==> src/rtl/burst_gen_pkg.sv <==
// Shared definitions for the burst traffic generators (read side today,
// write side planned).
//   gen_state_e    : FSM state encoding shared by both generators
//   MIN_BURST_SIZE : smallest legal burst length
//   MIN_CNT_W      : smallest legal statistics counter width
//   cnt_width()    : bits needed to hold 0..max_val (at least 1)
package burst_gen_pkg;

    typedef enum logic [1:0] {
        ST_IDLE  = 2'd0,
        ST_BURST = 2'd1,
        ST_GAP   = 2'd2,
        ST_DONE  = 2'd3
    } gen_state_e;

    localparam int MIN_BURST_SIZE = 1;
    localparam int MIN_CNT_W      = 2;

    function automatic int cnt_width(input int max_val);
        return (max_val <= 1) ? 1 : $clog2(max_val + 1);
    endfunction

endpackage

==> src/rtl/burst_read_gen_if.sv <==
// FIFO read port bundle.
//   rrdy  : FIFO not empty
//   rdata : FIFO head data (first-word-fall-through)
//   re    : read enable from the generator
// master = the read generator, slave = the FIFO side.
interface burst_read_gen_if #(
    parameter int DATA_W = 1
) ();
    logic              rrdy;
    logic [DATA_W-1:0] rdata;
    logic              re;

    modport master (input rrdy, input rdata, output re);
    modport slave  (output rrdy, output rdata, input re);
endinterface

==> src/rtl/burst_read_gen_sat_counter.sv <==
// Saturating up-counter with synchronous clear.
//   clk_i  : clock
//   rst_ni : synchronous active-low reset
//   clr_i  : clear to zero (wins over inc_i)
//   inc_i  : increment by one, holding at all-ones
//   cnt_o  : current count
module sat_counter #(
    parameter int W = 16
) (
    input  logic         clk_i,
    input  logic         rst_ni,
    input  logic         clr_i,
    input  logic         inc_i,
    output logic [W-1:0] cnt_o
);

    function automatic logic [W-1:0] sat_inc(input logic [W-1:0] v);
        return (&v) ? v : v + 1'b1;
    endfunction

    logic [W-1:0] cnt_q, cnt_d;

    always_comb begin
        cnt_d = cnt_q;
        if (clr_i) begin
            cnt_d = '0;
        end else if (inc_i) begin
            cnt_d = sat_inc(cnt_q);
        end
    end

    always_ff @(posedge clk_i) begin
        if (!rst_ni) begin
            cnt_q <= '0;
        end else begin
            cnt_q <= cnt_d;
        end
    end

    assign cnt_o = cnt_q;

endmodule

==> src/rtl/burst_read_gen.sv <==
// Burst read-side traffic generator: drains a FIFO in bursts of BURST_SIZE
// words separated by IDLE_CYCLES idle cycles, for NUM_BURSTS bursts
// (0 = unlimited), checking every word against EXPECTED_DATA and
// collecting throughput/stall statistics.
//   clk_i    : clock
//   rst_ni   : synchronous active-low reset
//   start_i  : single-cycle run request (honoured in IDLE/DONE only)
//   fifo     : FIFO read port (rrdy, rdata, re)
//   busy_o   : run in progress (BURST or GAP)
//   done_o   : run complete
//   err_o    : sticky data-mismatch flag
//   words_o  : words read this run (saturating)
//   stall_o  : BURST cycles with the FIFO empty (saturating)
//   bursts_o : bursts completed (saturating)
module burst_read_gen
    import burst_gen_pkg::*;
#(
    parameter int                DATA_W        = 1,
    parameter logic [DATA_W-1:0] EXPECTED_DATA = 1,
    parameter int                BURST_SIZE    = 10,
    parameter int                IDLE_CYCLES   = 10,
    parameter int                NUM_BURSTS    = 10,
    parameter int                CNT_W         = 16
) (
    input  logic             clk_i,
    input  logic             rst_ni,
    input  logic             start_i,
    burst_read_gen_if.master fifo,
    output logic             busy_o,
    output logic             done_o,
    output logic             err_o,
    output logic [CNT_W-1:0] words_o,
    output logic [CNT_W-1:0] stall_o,
    output logic [CNT_W-1:0] bursts_o
);

    if (BURST_SIZE < MIN_BURST_SIZE) begin : g_chk_burst
        $error("burst_read_gen: BURST_SIZE must be >= 1");
    end
    if (CNT_W < MIN_CNT_W) begin : g_chk_cnt
        $error("burst_read_gen: CNT_W must be >= 2");
    end

    localparam int BCNT_W = cnt_width(BURST_SIZE - 1);
    localparam int GCNT_W = cnt_width((IDLE_CYCLES > 0) ? IDLE_CYCLES - 1 : 0);

    gen_state_e        state_q, state_d;
    logic [BCNT_W-1:0] beat_q, beat_d;
    logic [GCNT_W-1:0] gap_q, gap_d;
    logic              err_q, err_d;

    logic              xfer;
    logic              start_ok;
    logic              burst_end;
    logic              last_burst;
    logic              stall_inc;
    logic [CNT_W:0]    bursts_nxt;

    // Never read an empty FIFO: re is gated by rrdy in the same cycle.
    assign fifo.re   = (state_q == ST_BURST) & fifo.rrdy;
    assign xfer      = fifo.re;
    assign start_ok  = start_i & ((state_q == ST_IDLE) | (state_q == ST_DONE));
    assign stall_inc = (state_q == ST_BURST) & ~fifo.rrdy;
    assign burst_end = xfer & (beat_q == BCNT_W'(BURST_SIZE - 1));

    // Compare one bit wider so a saturated bursts count cannot alias.
    assign bursts_nxt = {1'b0, bursts_o} + 1'b1;
    assign last_burst = (NUM_BURSTS != 0) && (bursts_nxt == (CNT_W+1)'(NUM_BURSTS));

    always_comb begin
        state_d = state_q;
        beat_d  = beat_q;
        gap_d   = gap_q;
        err_d   = err_q;
        case (state_q)
            ST_IDLE, ST_DONE: begin
                if (start_ok) begin
                    state_d = ST_BURST;
                    beat_d  = '0;
                    gap_d   = '0;
                    err_d   = 1'b0;
                end
            end
            ST_BURST: begin
                if (xfer) begin
                    err_d = err_q | (fifo.rdata != EXPECTED_DATA);
                    if (burst_end) begin
                        beat_d = '0;
                        if (last_burst) begin
                            state_d = ST_DONE;
                        end else if (IDLE_CYCLES > 0) begin
                            state_d = ST_GAP;
                            gap_d   = '0;
                        end
                    end else begin
                        beat_d = beat_q + 1'b1;
                    end
                end
            end
            ST_GAP: begin
                if (gap_q == GCNT_W'(IDLE_CYCLES - 1)) begin
                    state_d = ST_BURST;
                    gap_d   = '0;
                end else begin
                    gap_d = gap_q + 1'b1;
                end
            end
            default: state_d = ST_IDLE;
        endcase
    end

    always_ff @(posedge clk_i) begin
        if (!rst_ni) begin
            state_q <= ST_IDLE;
            beat_q  <= '0;
            gap_q   <= '0;
            err_q   <= 1'b0;
        end else begin
            state_q <= state_d;
            beat_q  <= beat_d;
            gap_q   <= gap_d;
            err_q   <= err_d;
        end
    end

    sat_counter #(.W(CNT_W)) u_words (
        .clk_i (clk_i), .rst_ni(rst_ni), .clr_i(start_ok), .inc_i(xfer),      .cnt_o(words_o)
    );
    sat_counter #(.W(CNT_W)) u_stall (
        .clk_i (clk_i), .rst_ni(rst_ni), .clr_i(start_ok), .inc_i(stall_inc), .cnt_o(stall_o)
    );
    sat_counter #(.W(CNT_W)) u_bursts (
        .clk_i (clk_i), .rst_ni(rst_ni), .clr_i(start_ok), .inc_i(burst_end), .cnt_o(bursts_o)
    );

    assign busy_o = (state_q == ST_BURST) | (state_q == ST_GAP);
    assign done_o = (state_q == ST_DONE);
    assign err_o  = err_q;

endmodule

==> src/flat_wrapper.sv <==
// flat-port wrapper written by rule: the top's interface ports become plain ports
module burst_read_gen_flat import burst_gen_pkg::*;
#(
    parameter int                DATA_W        = 1,
    parameter logic [DATA_W-1:0] EXPECTED_DATA = 1,
    parameter int                BURST_SIZE    = 10,
    parameter int                IDLE_CYCLES   = 10,
    parameter int                NUM_BURSTS    = 10,
    parameter int                CNT_W         = 16
)
  (clk_i, rst_ni, start_i, busy_o, done_o, err_o, words_o, stall_o, bursts_o, fifo_rrdy, fifo_rdata, fifo_re);
  burst_read_gen_if #(.DATA_W(DATA_W)) fifo_i ();
  input  logic clk_i;
  input  logic rst_ni;
  input  logic start_i;
  output logic busy_o;
  output logic done_o;
  output logic err_o;
  output logic [CNT_W-1:0] words_o;
  output logic [CNT_W-1:0] stall_o;
  output logic [CNT_W-1:0] bursts_o;
  input wire logic [$bits(fifo_i.rrdy)-1:0] fifo_rrdy;
  input wire logic [$bits(fifo_i.rdata)-1:0] fifo_rdata;
  output wire logic [$bits(fifo_i.re)-1:0] fifo_re;
  assign fifo_i.rrdy = fifo_rrdy;
  assign fifo_i.rdata = fifo_rdata;
  assign fifo_re = fifo_i.re;
  burst_read_gen #(.DATA_W(DATA_W), .EXPECTED_DATA(EXPECTED_DATA), .BURST_SIZE(BURST_SIZE), .IDLE_CYCLES(IDLE_CYCLES), .NUM_BURSTS(NUM_BURSTS), .CNT_W(CNT_W)) u_core (.clk_i(clk_i), .rst_ni(rst_ni), .start_i(start_i), .fifo(fifo_i), .busy_o(busy_o), .done_o(done_o), .err_o(err_o), .words_o(words_o), .stall_o(stall_o), .bursts_o(bursts_o));
endmodule
==> config.mk <==
export PLATFORM = sky130hd
export DESIGN_NAME = burst_read_gen_flat
export DESIGN_NICKNAME = d
export VERILOG_FILES = /design/src/rtl/burst_gen_pkg.sv /design/src/rtl/burst_read_gen_if.sv /design/src/rtl/burst_read_gen_sat_counter.sv /design/src/rtl/burst_read_gen.sv /design/src/flat_wrapper.sv
export SDC_FILE = /design/constraint.sdc
export NUM_CORES = 1
export LEC_CHECK = 0
export BUFFER_PORTS_ARGS = -buffer_cell sky130_fd_sc_hd__buf_2
export CAP_MARGIN = 20
export CELL_PAD_IN_SITES_DETAIL_PLACEMENT = 1
export CELL_PAD_IN_SITES_GLOBAL_PLACEMENT = 1
export CORE_UTILIZATION = 46
export CTS_BUF_LIST = sky130_fd_sc_hd__clkbuf_2 sky130_fd_sc_hd__clkbuf_4 sky130_fd_sc_hd__clkbuf_8
export DETAILED_ROUTE_END_ITERATION = 8
export GPL_TIMING_DRIVEN = 0
export PLACE_DENSITY = 0.88
export SLEW_MARGIN = 10
export SYNTH_ARGS = -nofsm -noshare
export SYNTH_HDL_FRONTEND = slang
export SYNTH_SLANG_ARGS = --single-unit
==> constraint.sdc <==
create_clock -name clk_i -period 5.6 [get_ports clk_i]
set_input_delay 1.4 -clock clk_i [delete_from_list [all_inputs] [get_ports clk_i]]
set_output_delay 1.4 -clock clk_i [all_outputs]
set_load 0.005 [all_outputs]
==> out/results.tsv <==
stage	metric	value	unit
worst_setup_path	crit_top_cell	buf_2	
timing	final-max-slew-violation-count	0	
cells_and_area	nets	443	
timing	finClkSkew	0.00676	ns
clocking	cts_hold_buf	0	
worst_setup_path	cp.arrival	1.90	ns
synthesis	synth-seq-area-share	38.2	%
min_path	hold_path.class	reg -> reg	
worst_setup_path	end_kind	output pin	
clocking	root_buffer	clkbuf_8	
global_route	met2_usage	43.4	%
global_route	grt_pass1_wl	13.9	mm
timing	tns	0	ns
synthesis	syn_inst	361	
cells_and_area	final_common_cell	nor2_1	
placed_design	hpwlAfterDp	5.85	mm
routing	routed_wl	8.22	mm
clocking	clk_pin_slew_worst_paths	0.07	ns
worst_setup_path	required	4.20	ns
cells_and_area	diodes	0	
synthesis	synth.avg_cell_area	8.56	sq um
cells_and_area	area_growth	18.3	%
global_route	met3_usage	5.93	%
clocking	cts_tree	done	
worst_setup_path	path_cells	buf_2 > nand2_1 > inv_1 > buf_2	
synthesis	syn_nets	377	
routing	viasPerCell	5.60	
timing	slew_headroom	63.5	%
synthesis	ys_ff_latch	59	
worst_setup_path	crit_type	in -> out	
floorplan	core_area	6420	sq um
placed_design	gp_congestion	0.804	
outcome	status	finished with violations	
timing	period_needed	3.30	ns
worst_setup_path	cp_slowest_cell	nand2_1	
routing	vias	2848	
synthesis	syn_area	3090	sq um
worst_setup_path	worst_r2r_path_depth	8	
timing	fin_crit_sh	58.9	%
global_route	antenna_found_initial	0	
clocking	cts.path.max_buffers	2	
min_path	min_path_cells	2	
global_route	grt_pass1_vias	2961	
clocking	clk_latency	0.35	ns
global_route	grt.busiest_layer	met2	
synthesis	ys_async_sr_fraction	0	%
power	ir_drop	0.157	mV
clocking	post_cts_buffers	0	
clocking	clock-sinks	59	
timing	max_clock_freq	303	MHz
power	p_per_area	289	nW/um^2
worst_setup_path	crit_path_max_fanout	2	
synthesis	synth.distinct_cells	49	
floorplan	dieHeight	84.0	um
routing	detail-route-antenna-nets	0	
routing	post-route-drc-count	7	
synthesis	ys.flop_type	dfxtp_1	
global_route	grt_max_degree	11	
worst_setup_path	critPathLaunchType	input pin	
placed_design	portBuffers	55	
floorplan	fp.dieArea	7050	sq um
outcome	violations	DRC	
timing	hold_viol	0	
floorplan	fp.dieW	84.0	um
timing	rsz0062_at_grt	false	
timing	setup_viol	0	
clocking	cts_resized	0	
floorplan	start_util	48.1	%
synthesis	synth-edff-count	0	
synthesis	yosys_warnings	0	
cells_and_area	drive_gt1_share	21.3	%
job	maxCapViolCount	0	
cells_and_area	regArea	1180	sq um
worst_setup_path	path_buf_inv	3	
routing	first_pass_iters	6	
global_route	grt.total_usage	24.9	%
worst_setup_path	cp.depth	4	
routing	wl_per_cell	16.1	um
clocking	cts_buffers	9	
cells_and_area	multi_input_area	1780	sq um
power	finalPower	0.00106	W
floorplan	rows	29	
global_route	gr-total-overflow	0	
cells_and_area	nFillCells	792	
worst_setup_path	max_stage_delay	0.14	ns
floorplan	io_pins	57	
routing	first_iter_violations	83	
cells_and_area	final_cell_mix	61 x nor2_1, 59 x dfxtp_1, 57 x buf_2	
clocking	h-tree-depth	3	
global_route	use_met1	29.4	%
worst_setup_path	cp_top_family	buffers and inverters	
timing	worst_pin_slew	0.539	ns
power	leakage	1.56	nW
synthesized netlist by cell type (4+ instances only):
library cell   n  area (sq um)
nand4_1       18           113
inv_1         15          56.3
o21ai_0       10          50.1
dfxtp_1       59          1180
nand3_1       15          75.1
nor2_1        61           229
ha_1          11           138
buf_4          6          45.0
a21oi_1        9          45.0
clkbuf_1       4          15.0
mux2i_1        5          50.1
nor3_1         7          35.0
nand2_1       29           109
or3_1         12          75.1
and3_1         8          50.1
xor2_1        29           254
and4_1         5          43.8
xnor2_1       16           140
where the power goes:
group	total [W]	switching, W	internal, W
logic	0.000213	0.000143	0.0000700
registers	0.000451	0.0000159	0.000436
clock network	0.000391	0.000177	0.000214
state kept, by name (all words and copies together), names as in the netlist:
register               count
u_core.u_bursts.cnt_o     16
u_core.u_stall.cnt_o      16
u_core.u_words.cnt_o      16
u_core.beat_q              4
u_core.gap_q               4
u_core.state_q             2
u_core.err_o               1
worst register-to-register path, cell delays in order, from the launching register on:
cell and delay [ns]:
dfxtp_1 0.52, ha_1 0.42, nand4_4 0.19, nor3_1 0.30, nand4_1 0.17, a221oi_2 0.41, nand4_1 0.18, nand2_1 0.21
mux2i_1 0.21
cell type report:
type | count | area share (%)
plain buffers | 13 | 2.02
clock buffers | 11 | 3.80
clock inverters | 5 | 1.47
inverters | 15 | 1.54
multi-input cells | 274 | 48.7
flip-flops and latches | 59 | 32.3
well taps | 77 | 2.64
repair buffers | 55 | 7.53
cell families (layout without fill, tap and decap cells):
kind of cell / Yosys count / count (layout) / share of synthesized area, %
simple gates: 174 / 174 / 29.1
flops: 59 / 59 / 38.2
xor+xnor: 45 / 45 / 12.8
compound gates: 39 / 39 / 9.64
buf+inv: 28 / 99 / 4.21
fa+ha+maj: 11 / 11 / 4.46
mux: 5 / 5 / 1.62
worst paths after layout:
kind	from	to	slack, ns
max	fifo_rrdy	fifo_re	2.30
min	u_core.gap_q[3]$_SDFFE_PN0P_	u_core.gap_q[3]$_SDFFE_PN0P_	0.51
max reg2reg	u_core.u_bursts.cnt_o[0]$_SDFFE_PP0P_	u_core.gap_q[0]$_SDFFE_PN0P_	2.94
min reg2reg	u_core.gap_q[3]$_SDFFE_PN0P_	u_core.gap_q[3]$_SDFFE_PN0P_	0.51
metal layers:
layer / wire length (um) / part of all wire (%)
met5: 0 / 0
met1: 3700 / 45
met2: 4110 / 50
met4: 97 / 1.2
met3: 304 / 3.7
per-stage QoR:
stage,hold slack (ns),setup slack [ns],std cells,util (%),area (sq um)
2_1_floorplan,0.458,2.63,361,-,3090
3_3_place_gp,0.478,2.30,493,53.9,3460
3_5_place_dp,0.496,2.29,493,53.9,3460
4_1_cts,0.505,2.29,509,56.9,3650
5_1_grt,0.534,2.29,509,56.9,3650
6_report,0.509,2.30,509,56.9,3650
Note: power is estimated with default switching activity, not from simulation.
